[config.mk]
export PLATFORM = sky130hd
export DESIGN_NAME = bitcell_array_ctrl
export DESIGN_NICKNAME = d
export VERILOG_FILES = /design/src/rtl/bitcell_array_ctrl.sv
export SDC_FILE = /design/constraint.sdc
export NUM_CORES = 1
export LEC_CHECK = 0
export ABC_AREA = 0
export CAP_MARGIN = 25
export CORE_UTILIZATION = 24
export DETAILED_ROUTE_END_ITERATION = 6
export DONT_BUFFER_PORTS = 1
export HOLD_SLACK_MARGIN = 0.08
export PLACE_DENSITY = 0.42
export SLEW_MARGIN = 20
export SYNTH_ARGS = -nofsm -noshare
export SYNTH_HDL_FRONTEND = slang
export SYNTH_SLANG_ARGS = --single-unit
[constraint.sdc]
create_clock -name clk -period 3.57 [get_ports clk]
set_input_delay 0.714 -clock clk [delete_from_list [all_inputs] [get_ports clk]]
set_output_delay 0.714 -clock clk [all_outputs]
set_load 0.005 [all_outputs]
[src/rtl/bitcell_array_ctrl.sv]
// Round-robin, two-requester sequencer for a DEPTH x WIDTH array of NAND SR-latch bit cells.
// Optional macro WRITE_VERIFY_EN adds a read-back verify and response after each write.
module bitcell_array_ctrl #(
    parameter int WIDTH  = 8,
    parameter int DEPTH  = 12,
    parameter int PULSE  = 2,
    parameter int SETTLE = 1,
    localparam int AW    = $clog2(DEPTH)
) (
    input  logic             clk,
    input  logic             reset,
    input  logic             a_valid,
    output logic             a_ready,
    input  logic             a_write,
    input  logic [AW-1:0]    a_addr,
    input  logic [WIDTH-1:0] a_wdata,
    input  logic             b_valid,
    output logic             b_ready,
    input  logic             b_write,
    input  logic [AW-1:0]    b_addr,
    input  logic [WIDTH-1:0] b_wdata,
    output logic             rsp_valid,
    output logic             rsp_id,
    output logic [WIDTH-1:0] rsp_rdata,
    output logic             rsp_err,
    output logic [DEPTH-1:0] row_sel,
    output logic [WIDTH-1:0] cell_set_n,
    output logic [WIDTH-1:0] cell_reset_n,
    input  logic [WIDTH-1:0] cell_q,
    output logic             busy
);

    localparam int CMAX = (PULSE > SETTLE) ? PULSE : SETTLE;
    localparam int CW   = (CMAX > 1) ? $clog2(CMAX) : 1;
    localparam logic [AW:0] DEPTH_W = (AW+1)'(DEPTH);

    typedef enum logic [2:0] {IDLE, SEL, CLR, GAP1, SET, GAP2, VERIFY, RSP} state_t;

    state_t           state, state_next;
    logic [CW-1:0]    cnt, cnt_next;
    logic             rr_b;
    logic             req_write, req_id;
    logic [AW-1:0]    req_addr;
    logic [WIDTH-1:0] req_wdata;

    logic             grant_a, grant_b, accept;
    logic             sel_write, sel_in_range;
    logic [AW-1:0]    sel_addr;
    logic [WIDTH-1:0] sel_wdata;
    logic             row_en;
    logic             rsp_load, rsp_id_d, rsp_err_d;
    logic [WIDTH-1:0] rsp_data_d;

    // Arbitration only in IDLE; each ready also requires its own valid so at most one is high.
    always_comb begin
        grant_a = 1'b0;
        grant_b = 1'b0;
        if (state == IDLE && !reset) begin
            grant_a = a_valid && (!b_valid || !rr_b);
            grant_b = b_valid && (!a_valid || rr_b);
        end
    end

    assign a_ready      = grant_a;
    assign b_ready      = grant_b;
    assign accept       = grant_a | grant_b;
    assign sel_write    = grant_b ? b_write : a_write;
    assign sel_addr     = grant_b ? b_addr  : a_addr;
    assign sel_wdata    = grant_b ? b_wdata : a_wdata;
    assign sel_in_range = {1'b0, sel_addr} < DEPTH_W;
    assign busy         = (state != IDLE);

    always_comb begin
        state_next   = state;
        cnt_next     = cnt;
        row_en       = 1'b0;
        cell_set_n   = '1;
        cell_reset_n = '1;
        rsp_load     = 1'b0;
        rsp_id_d     = req_id;
        rsp_err_d    = 1'b0;
        rsp_data_d   = '0;
        case (state)
            IDLE: begin
                if (accept) begin
                    cnt_next = '0;
                    if (!sel_in_range) begin
                        state_next = RSP;
                        rsp_load   = 1'b1;
                        rsp_err_d  = 1'b1;
                        rsp_id_d   = grant_b;
                    end else begin
                        state_next = sel_write ? CLR : SEL;
                    end
                end
            end
            SEL: begin
                row_en = 1'b1;
                if (cnt == CW'(SETTLE-1)) begin
                    state_next = IDLE;
                    rsp_load   = 1'b1;
                    rsp_data_d = cell_q;
                    cnt_next   = '0;
                end else begin
                    cnt_next = cnt + 1'b1;
                end
            end
            CLR: begin
                row_en       = 1'b1;
                cell_reset_n = '0;
                if (cnt == CW'(PULSE-1)) begin
                    state_next = GAP1;
                    cnt_next   = '0;
                end else begin
                    cnt_next = cnt + 1'b1;
                end
            end
            GAP1: begin
                row_en     = 1'b1;
                state_next = SET;
            end
            SET: begin
                row_en     = 1'b1;
                cell_set_n = ~req_wdata;
                if (cnt == CW'(PULSE-1)) begin
                    state_next = GAP2;
                    cnt_next   = '0;
                end else begin
                    cnt_next = cnt + 1'b1;
                end
            end
            GAP2: begin
                row_en = 1'b1;
`ifdef WRITE_VERIFY_EN
                state_next = VERIFY;
`else
                state_next = IDLE;
`endif
            end
`ifdef WRITE_VERIFY_EN
            VERIFY: begin
                row_en = 1'b1;
                if (cnt == CW'(SETTLE-1)) begin
                    state_next = RSP;
                    rsp_load   = 1'b1;
                    rsp_data_d = cell_q;
                    rsp_err_d  = (cell_q != req_wdata);
                    cnt_next   = '0;
                end else begin
                    cnt_next = cnt + 1'b1;
                end
            end
`endif
            RSP: begin
                state_next = IDLE;
            end
            default: begin
                state_next = IDLE;
                cnt_next   = '0;
            end
        endcase
    end

    always_comb begin
        row_sel = '0;
        for (int unsigned i = 0; i < DEPTH; i++) begin
            row_sel[i] = row_en && (req_addr == AW'(i));
        end
    end

    always_ff @(posedge clk) begin
        if (reset) begin
            state     <= IDLE;
            cnt       <= '0;
            rr_b      <= 1'b0;
            req_write <= 1'b0;
            req_id    <= 1'b0;
            req_addr  <= '0;
            req_wdata <= '0;
            rsp_valid <= 1'b0;
            rsp_id    <= 1'b0;
            rsp_err   <= 1'b0;
            rsp_rdata <= '0;
        end else begin
            state     <= state_next;
            cnt       <= cnt_next;
            if (accept) begin
                rr_b      <= ~grant_b;
                req_write <= sel_write;
                req_id    <= grant_b;
                req_addr  <= sel_addr;
                req_wdata <= sel_wdata;
            end
            rsp_valid <= rsp_load;
            rsp_id    <= rsp_load & rsp_id_d;
            rsp_err   <= rsp_load & rsp_err_d;
            rsp_rdata <= rsp_load ? rsp_data_d : '0;
        end
    end

endmodule

==> out/metrics.cfg, run 1 <==
[drt]
ant_nets=0
remaining_drc_errors=0
dr.first_iter.drc_count=41
wl_per_cell_um=15.68
drt_wl_total_um=4014
firstDrtPassIters=4
viasPerCell=5.004
vias=1281

[global_route]
grtUsageTotal_pct=11.92
grt_start_max_net_pins=23
grt_overflow=0
grt_pass1_wl_um=5768
grt_pass1_vias=1121
antenna_found_initial=0

[pwr]
p_seq_share_pct=38.9
p_per_area_nw_per_um2=825.6
cellLeakagePower_nw=0.5834
p_comb_share_pct=41.0
switchingPower_uw=566.1
p_clk_share_pct=20.2
swShare_pct=42.42
p_total_mw=1.335
peakVddDrop_mv=0.2694
cellInternalPower_uw=768.5

[clock_network]
ctsHoldBuffers=0
cts_made_buffers=5
clock_path_buffers=2
cts_resized=0
post_cts_buffers=0
clk_pin_slew_ps=60
root_buffer=clkbuf_8
clk_latency_ps=280
cts_tree=done
cts_sinks=29
htree_levels=2

[setup_path]
cp_slowest_stage_delay_ps=560
crit_chain=inv_1 > ha_1 > a21oi_1 > or3b_1 > nor3_1
r2r-end=req_wdata[3]
crit_path_end=row_sel[1]
worstSetupPathType=flop to primary output
crit_slowest_cell=dfxtp_1
r2r-start=state[0]
r2r_cells=5
worst-endpoint-required_ps=2860
crit_path_end_kind=primary output
rrSetupSlack_ps=1510
crit_fanout=12
start_kind=flop
crit_path_start=state[2]
cp.arrival_ps=1980

[layout]
fillers=674
final_nets=220
final_util_pct=26.67
seqCellArea_sq_um=580.6
n_antenna_cell=0
multi_input_area_sq_um=833.3
area_growth_pct=4.531
drive_gt1_share_pct=11.60

[floorplan]
coreArea_sq_um=6061
die_w_um=82.27
die_y_um=82.27
ioPinCount=80
start_util_pct=25.52
dieArea_sq_um=6768
rows=28

[yosys]
syn_inst=190
synth-async-reset-ratio_pct=0
yosysSeqAreaShare_pct=37.54
yosys_warnings=0
syn_avg_cell_area_sq_um=8.139
ys_top_cells_by_area=dfxtp_1 (38%), nand2_1 (8.5%), nor2_1 (6.3%)
synth_edf_count=0
yosys.area.top_type_share_pct=37.54
synth_largest_area_cell=dfxtp_1
syn_area_sq_um=1546
synth_nets=229
synth_cell_types=39
ys_ff_latch=29
synth-main-ff-cell=dfxtp_1

[timing]
setup_viol=0
rsz0062_at_grt=no
finalClockSkew_ps=6.034
tns_ps=0
fmax_mhz=371.2
min_period_ps=2694
fin_crit_sh_pct=75.47
worstMarginPinSlew_ps=908.8
slew_viol_final=0
maxSlewHeadroom_pct=39.21
timing.hold.ws_ps=451.2
finalHoldViolations=0

[place]
port_buffers=0
dpl.hpwl_um=2990
place_congestion=0.7938

[hold_path]
hold_class=flop to flop

[flow_run]
cap_viol_max_count=0

[run_status]
status=completed

-- worst min path at each step --
stage            from     end  cells past startpoint
6_report       req_id  req_id                      2
5_1_grt        req_id  req_id                      2
4_1_cts        req_id  req_id                      2
3_5_place_dp   req_id  req_id                      2
3_3_place_gp   req_id  req_id                      2
2_1_floorplan  req_id  rsp_id                      2
-- placed cells by master (no fill, tap or decap) --
cell type	n
nand2_1	35
dfxtp_1	29
nor2_1	26
and2_1	8
nor3_1	7
o21ai_0	7
a311oi_2	6
clkbuf_8	6
nand3_1	5
a21oi_1	5
mux2i_1	4
nand2b_1	3
inv_1	3
or3_1	3
nand4_1	3
nor3_4	2
nor2b_1	2
a31oi_1	2
o21ai_1	2
a211oi_1	2
a222oi_1	2
a31o_2	2
a311oi_1	2
inv_2	1
a211oi_2	1
nor3b_2	1
or3b_1	1
nand3b_1	1
o31a_1	1
a21o_1	1
and4b_1	1
nor2_2	1
and3_1	1
o21a_1	1
o211a_1	1
ha_1	1
clkbuf_1	1
buf_4	1
-- flip-flops by register name, summed over array words and instances (netlist names) --
register and count:
rsp_id 1, cnt 1, state 3, req_id 1, rsp_rdata 8, rr_b 1
rsp_err 1, req_addr 4, req_wdata 8, rsp_valid 1
-- cell type report --
class | count | area share (%)
Inverter | 4 | 0.9288
Multi-Input combinational cell | 140 | 51.55
Sequential cell | 29 | 35.91
Timing Repair Buffer | 1 | 0.4644
Clock buffer | 7 | 5.341
Tap cell | 75 | 5.805
-- synth_stat cells, types with 2 or more instances --
| cell type | number |
|---|---|
| nand2_1 | 35 |
| dfxtp_1 | 29 |
| nor2_1 | 26 |
| and2_1 | 8 |
| buf_4 | 7 |
| nor3_1 | 7 |
| o21ai_0 | 7 |
| a311oi_2 | 6 |
| a21oi_1 | 5 |
| nand3_1 | 5 |
| buf_2 | 4 |
| mux2i_1 | 4 |
| buf_6 | 3 |
| clkbuf_1 | 3 |
| inv_1 | 3 |
| nand2b_1 | 3 |
| nand4_1 | 3 |
| or3_1 | 3 |
| a211oi_1 | 2 |
| a222oi_1 | 2 |
| a311oi_1 | 2 |
| a31o_2 | 2 |
| a31oi_1 | 2 |
| nor2b_1 | 2 |
| nor3_4 | 2 |
| o21ai_1 | 2 |
-- power by group through the flow --
stage | clock network [mW] | logic (mW) | registers (mW)
2_1_floorplan | 0 | 0.560 | 0.471
4_1_cts | 0.280 | 0.555 | 0.518
5_1_grt | 0.295 | 0.622 | 0.538
3_5_place_dp | 0 | 0.554 | 0.524
3_3_place_gp | 0 | 0.558 | 0.526
6_report | 0.269 | 0.547 | 0.519
-- worst max-delay path, delay by kind of cell, from the launching register on --
kind | cells | cell delay (ps)
AOI/OAI and AO/OA | 1 | 70
adders and majority gates | 1 | 290
buffers and inverters | 1 | 120
DFF | 1 | 560
and+or+nand+nor | 2 | 660
-- per-layer routing --
metal | vias to the layer above | wire length, um | share of wire, % | GRT usage (%)
li1 | 639 | - | - | -
met1 | 566 | 1706 | 43 | 13.63
met2 | 69 | 1750 | 44 | 18.84
met3 | 7 | 481 | 12 | 4.725
met4 | 0 | 75 | 1.9 | 6.667
met5 | - | 0 | 0 | 0
-- kinds of logic (layout without fill, tap and decap cells) --
family          after synthesis  count (layout)  synth area share (%)
compound gates               35              35                 18.69
fa+ha+maj                     1               1                0.8089
buf+inv                      21              12                 8.576
flops                        29              29                 37.54
mux                           4               4                 2.589
simple gates                100             100                 31.80
-- metrics by stage --
step / setup WS, ps / area [sq um] / cells
CTS: 883.9 / 1617 / 256
detailed placement: 1190 / 1530 / 249
floorplan: 1409 / 1546 / 190
global placement: 1213 / 1530 / 249
global route: 671.9 / 1617 / 256
finish: 875.8 / 1617 / 256
No activity file was read; power rests on OpenSTA's default activity.
==> inputs of run 2 (changes only) <==
--- a/config.mk
+++ b/config.mk
@@ -11,7 +11,7 @@
 export DETAILED_ROUTE_END_ITERATION = 6
 export DONT_BUFFER_PORTS = 1
 export HOLD_SLACK_MARGIN = 0.08
-export PLACE_DENSITY = 0.42
+export PLACE_DENSITY = 0.43
 export SLEW_MARGIN = 20
 export SYNTH_ARGS = -nofsm -noshare
 export SYNTH_HDL_FRONTEND = slang
==> constraint.sdc (replaced) <==
create_clock -name clk -period 2.2 [get_ports clk]
set_input_delay 0.44 -clock clk [delete_from_list [all_inputs] [get_ports clk]]
set_output_delay 0.44 -clock clk [all_outputs]
set_load 0.005 [all_outputs]
==> run 2 against run 1 <==
Compared with the run above: first-iteration DRC count shrank 9.8%; final cell count is 3.5% higher; die area stayed put; critical path depth is the same; power increased by 72%; highest routed layer unchanged; combinational power up 85%; clock power is 80% higher; sequential power grew 55%; global-route usage down 0.072 points.
==> out/metrics.cfg, run 2 (synthesis gave the netlist of run 1 again) <==
[floorplan]
ioPinCount=80  ; unchanged
coreArea_sq_um=6061  ; unchanged
die_w_um=82.27  ; unchanged
start_util_pct=25.52  ; unchanged
rows=28  ; unchanged
dieArea_sq_um=6768  ; unchanged
die_y_um=82.27  ; unchanged

[hold_path]
min_path_cells=1  ; -1
hold_class=input pin to flop
holdPathEnd=req_wdata[3]
holdCritStartpoint=reset

[setup_path]
crit_path_end_kind=primary output
crit_chain=inv_1 > ha_1 > a21oi_1 > or3b_4 > nor3_2
r2r_cells=7  ; +2
r2r-end=req_wdata[6]
r2r-start=state[1]
cp.arrival_ps=1650  ; -330 ps
cp_slowest_stage_delay_ps=420  ; -140 ps
start_kind=flop
worstSetupPathType=flop to primary output
rrSetupSlack_ps=380  ; -1130 ps
crit_slowest_cell=or3b_4
worst-endpoint-required_ps=1760  ; -1100 ps
crit_fanout=5  ; -7

[clock_network]
root_buffer=clkbuf_8
cts_tree=done
clk_latency_ps=280  ; about the same
clk_pin_slew_ps=60  ; about the same
clock_path_buffers=2  ; unchanged
cts_sinks=29  ; unchanged
htree_levels=2  ; unchanged
ctsHoldBuffers=0  ; unchanged
cts_made_buffers=5  ; unchanged

[flow_run]
cap_viol_max_count=0  ; unchanged

[timing]
setup_viol=0  ; unchanged
tns_ps=0  ; unchanged
fmax_mhz=478.5
worstMarginPinSlew_ps=444.4  ; -464.4 ps
min_period_ps=2090
finalClockSkew_ps=6.295  ; +0.2612 ps
rsz0062_at_grt=no
finalHoldViolations=0  ; unchanged
setup_ws_ps=110.2  ; -765.6 ps
fin_crit_sh_pct=94.99
slew_viol_final=0  ; unchanged
maxSlewHeadroom_pct=70.34  ; +31 points
timing.hold.ws_ps=226.8  ; -224.3 ps

[global_route]
grt_overflow=0  ; unchanged
grt_pass1_wl_um=5802  ; +0.59%
grtUsageTotal_pct=11.85  ; -0.072 points
antenna_found_initial=0  ; unchanged
grt_start_max_net_pins=21  ; -8.7%
grt_pass1_vias=1160  ; +3.5%

[pwr]
p_total_mw=2.295  ; +72%
cellLeakagePower_nw=0.6438  ; +10%
peakVddDrop_mv=0.4556  ; +69%
p_per_area_nw_per_um2=1345  ; +63%

[drt]
viasPerCell=4.996  ; -0.15%
dr.first_iter.drc_count=37  ; -9.8%
vias=1324  ; +3.4%
drt_wl_total_um=3795  ; -5.5%
remaining_drc_errors=0  ; unchanged
ant_nets=0  ; unchanged
firstDrtPassIters=4  ; unchanged
wl_per_cell_um=14.32  ; -8.7%

[layout]
final_cell_mix=nand2_1 (35), dfxtp_1 (27), nor2_1 (26)
drive_gt1_share_pct=18.95  ; +7.3 points
area_growth_pct=10.36
largest_registers=req_wdata (8), rsp_rdata (8), req_addr (4)
n_antenna_cell=0  ; unchanged
fillers=649  ; -3.7%
mostFrequentLayoutCell=nand2_1
final_nets=228  ; +3.6%

[place]
place_congestion=0.8097  ; +2.0%
port_buffers=0  ; unchanged
dpl.hpwl_um=2973  ; -0.56%
dp_slack_ps=252.2  ; -937.7 ps

[run_status]
status=completed

run 2: changes by cell type in the layout (fill, tap and decap cells not counted):
cell	previous run	this run
clkbuf_1	1	0
clkinv_2	0	1
nor3_2	0	2
clkbuf_8	6	7
buf_4	1	9
dfxtp_2	0	2
nor3_1	7	5
or3b_4	0	1
dfxtp_1	29	27
or3b_1	1	0
run 2: area by class of cell:
cell class,instances,area (sq um),share of cell area [%]
clock buffer,7,96.34,5.645
clock inverter,1,5.005,0.2933
inverter,4,15.01,0.8798
multi-input combinational,140,845.8,49.56
sequential,29,583.1,34.16
tap,75,93.84,5.499
timing repair buffer,9,67.56,3.959
run 2: power by group:
group	total (mW)	leakage, nW	switching [mW]	internal, mW
clock	0.483	0.0542	0.201	0.282
combinational	1.01	0.351	0.601	0.409
sequential	0.802	0.238	0.129	0.672
run 2: worst max path at each step:
| stage | startpoint | cells past startpoint | endpoint |
|---|---|---|---|
| final | state[1] | 5 | row_sel[1] |
| after global routing | state[1] | 5 | row_sel[5] |
| after CTS | state[2] | 5 | row_sel[1] |
| after detailed placement | state[1] | 5 | row_sel[1] |
| after global placement | state[1] | 5 | row_sel[1] |
| after floorplan | state[2] | 6 | row_sel[1] |
run 2: critical path: cells and delay by family, from the launching register on:
kind,cells,cell delay [ps]
AOI/OAI and AO/OA,1,70
buffers and inverters,1,80
adders and majority gates,1,270
and+or+nand+nor,2,580
DFF,1,370
run 2: routing by layer:
layer / global-route usage (%) / vias up / share of wire, %
met2: 18.60 / 66 / 45
met4: 5.789 / 0 / 1.8
li1: - / 657 / -
met3: 4.286 / 5 / 10
met1: 14.22 / 596 / 43
met5: 0 / - / 0
run 2: stage by stage:
stage / area [sq um] / instances / util, %
after floorplan: 1546 / 190 / -
after global placement: 1590 / 257 / 26.24
after detailed placement: 1590 / 257 / 26.24
after CTS: 1703 / 265 / 28.10
after global routing: 1707 / 265 / 28.16
final: 1707 / 265 / 28.16
run 2: timing repair:
| action | CTS | global route |
|---|---|---|
| pin swaps | 0 | 0 |
| buffers inserted | 0 | 0 |
| endpoints found under the setup margin | 2 | 4 |
| resized for setup | 3 | 2 |
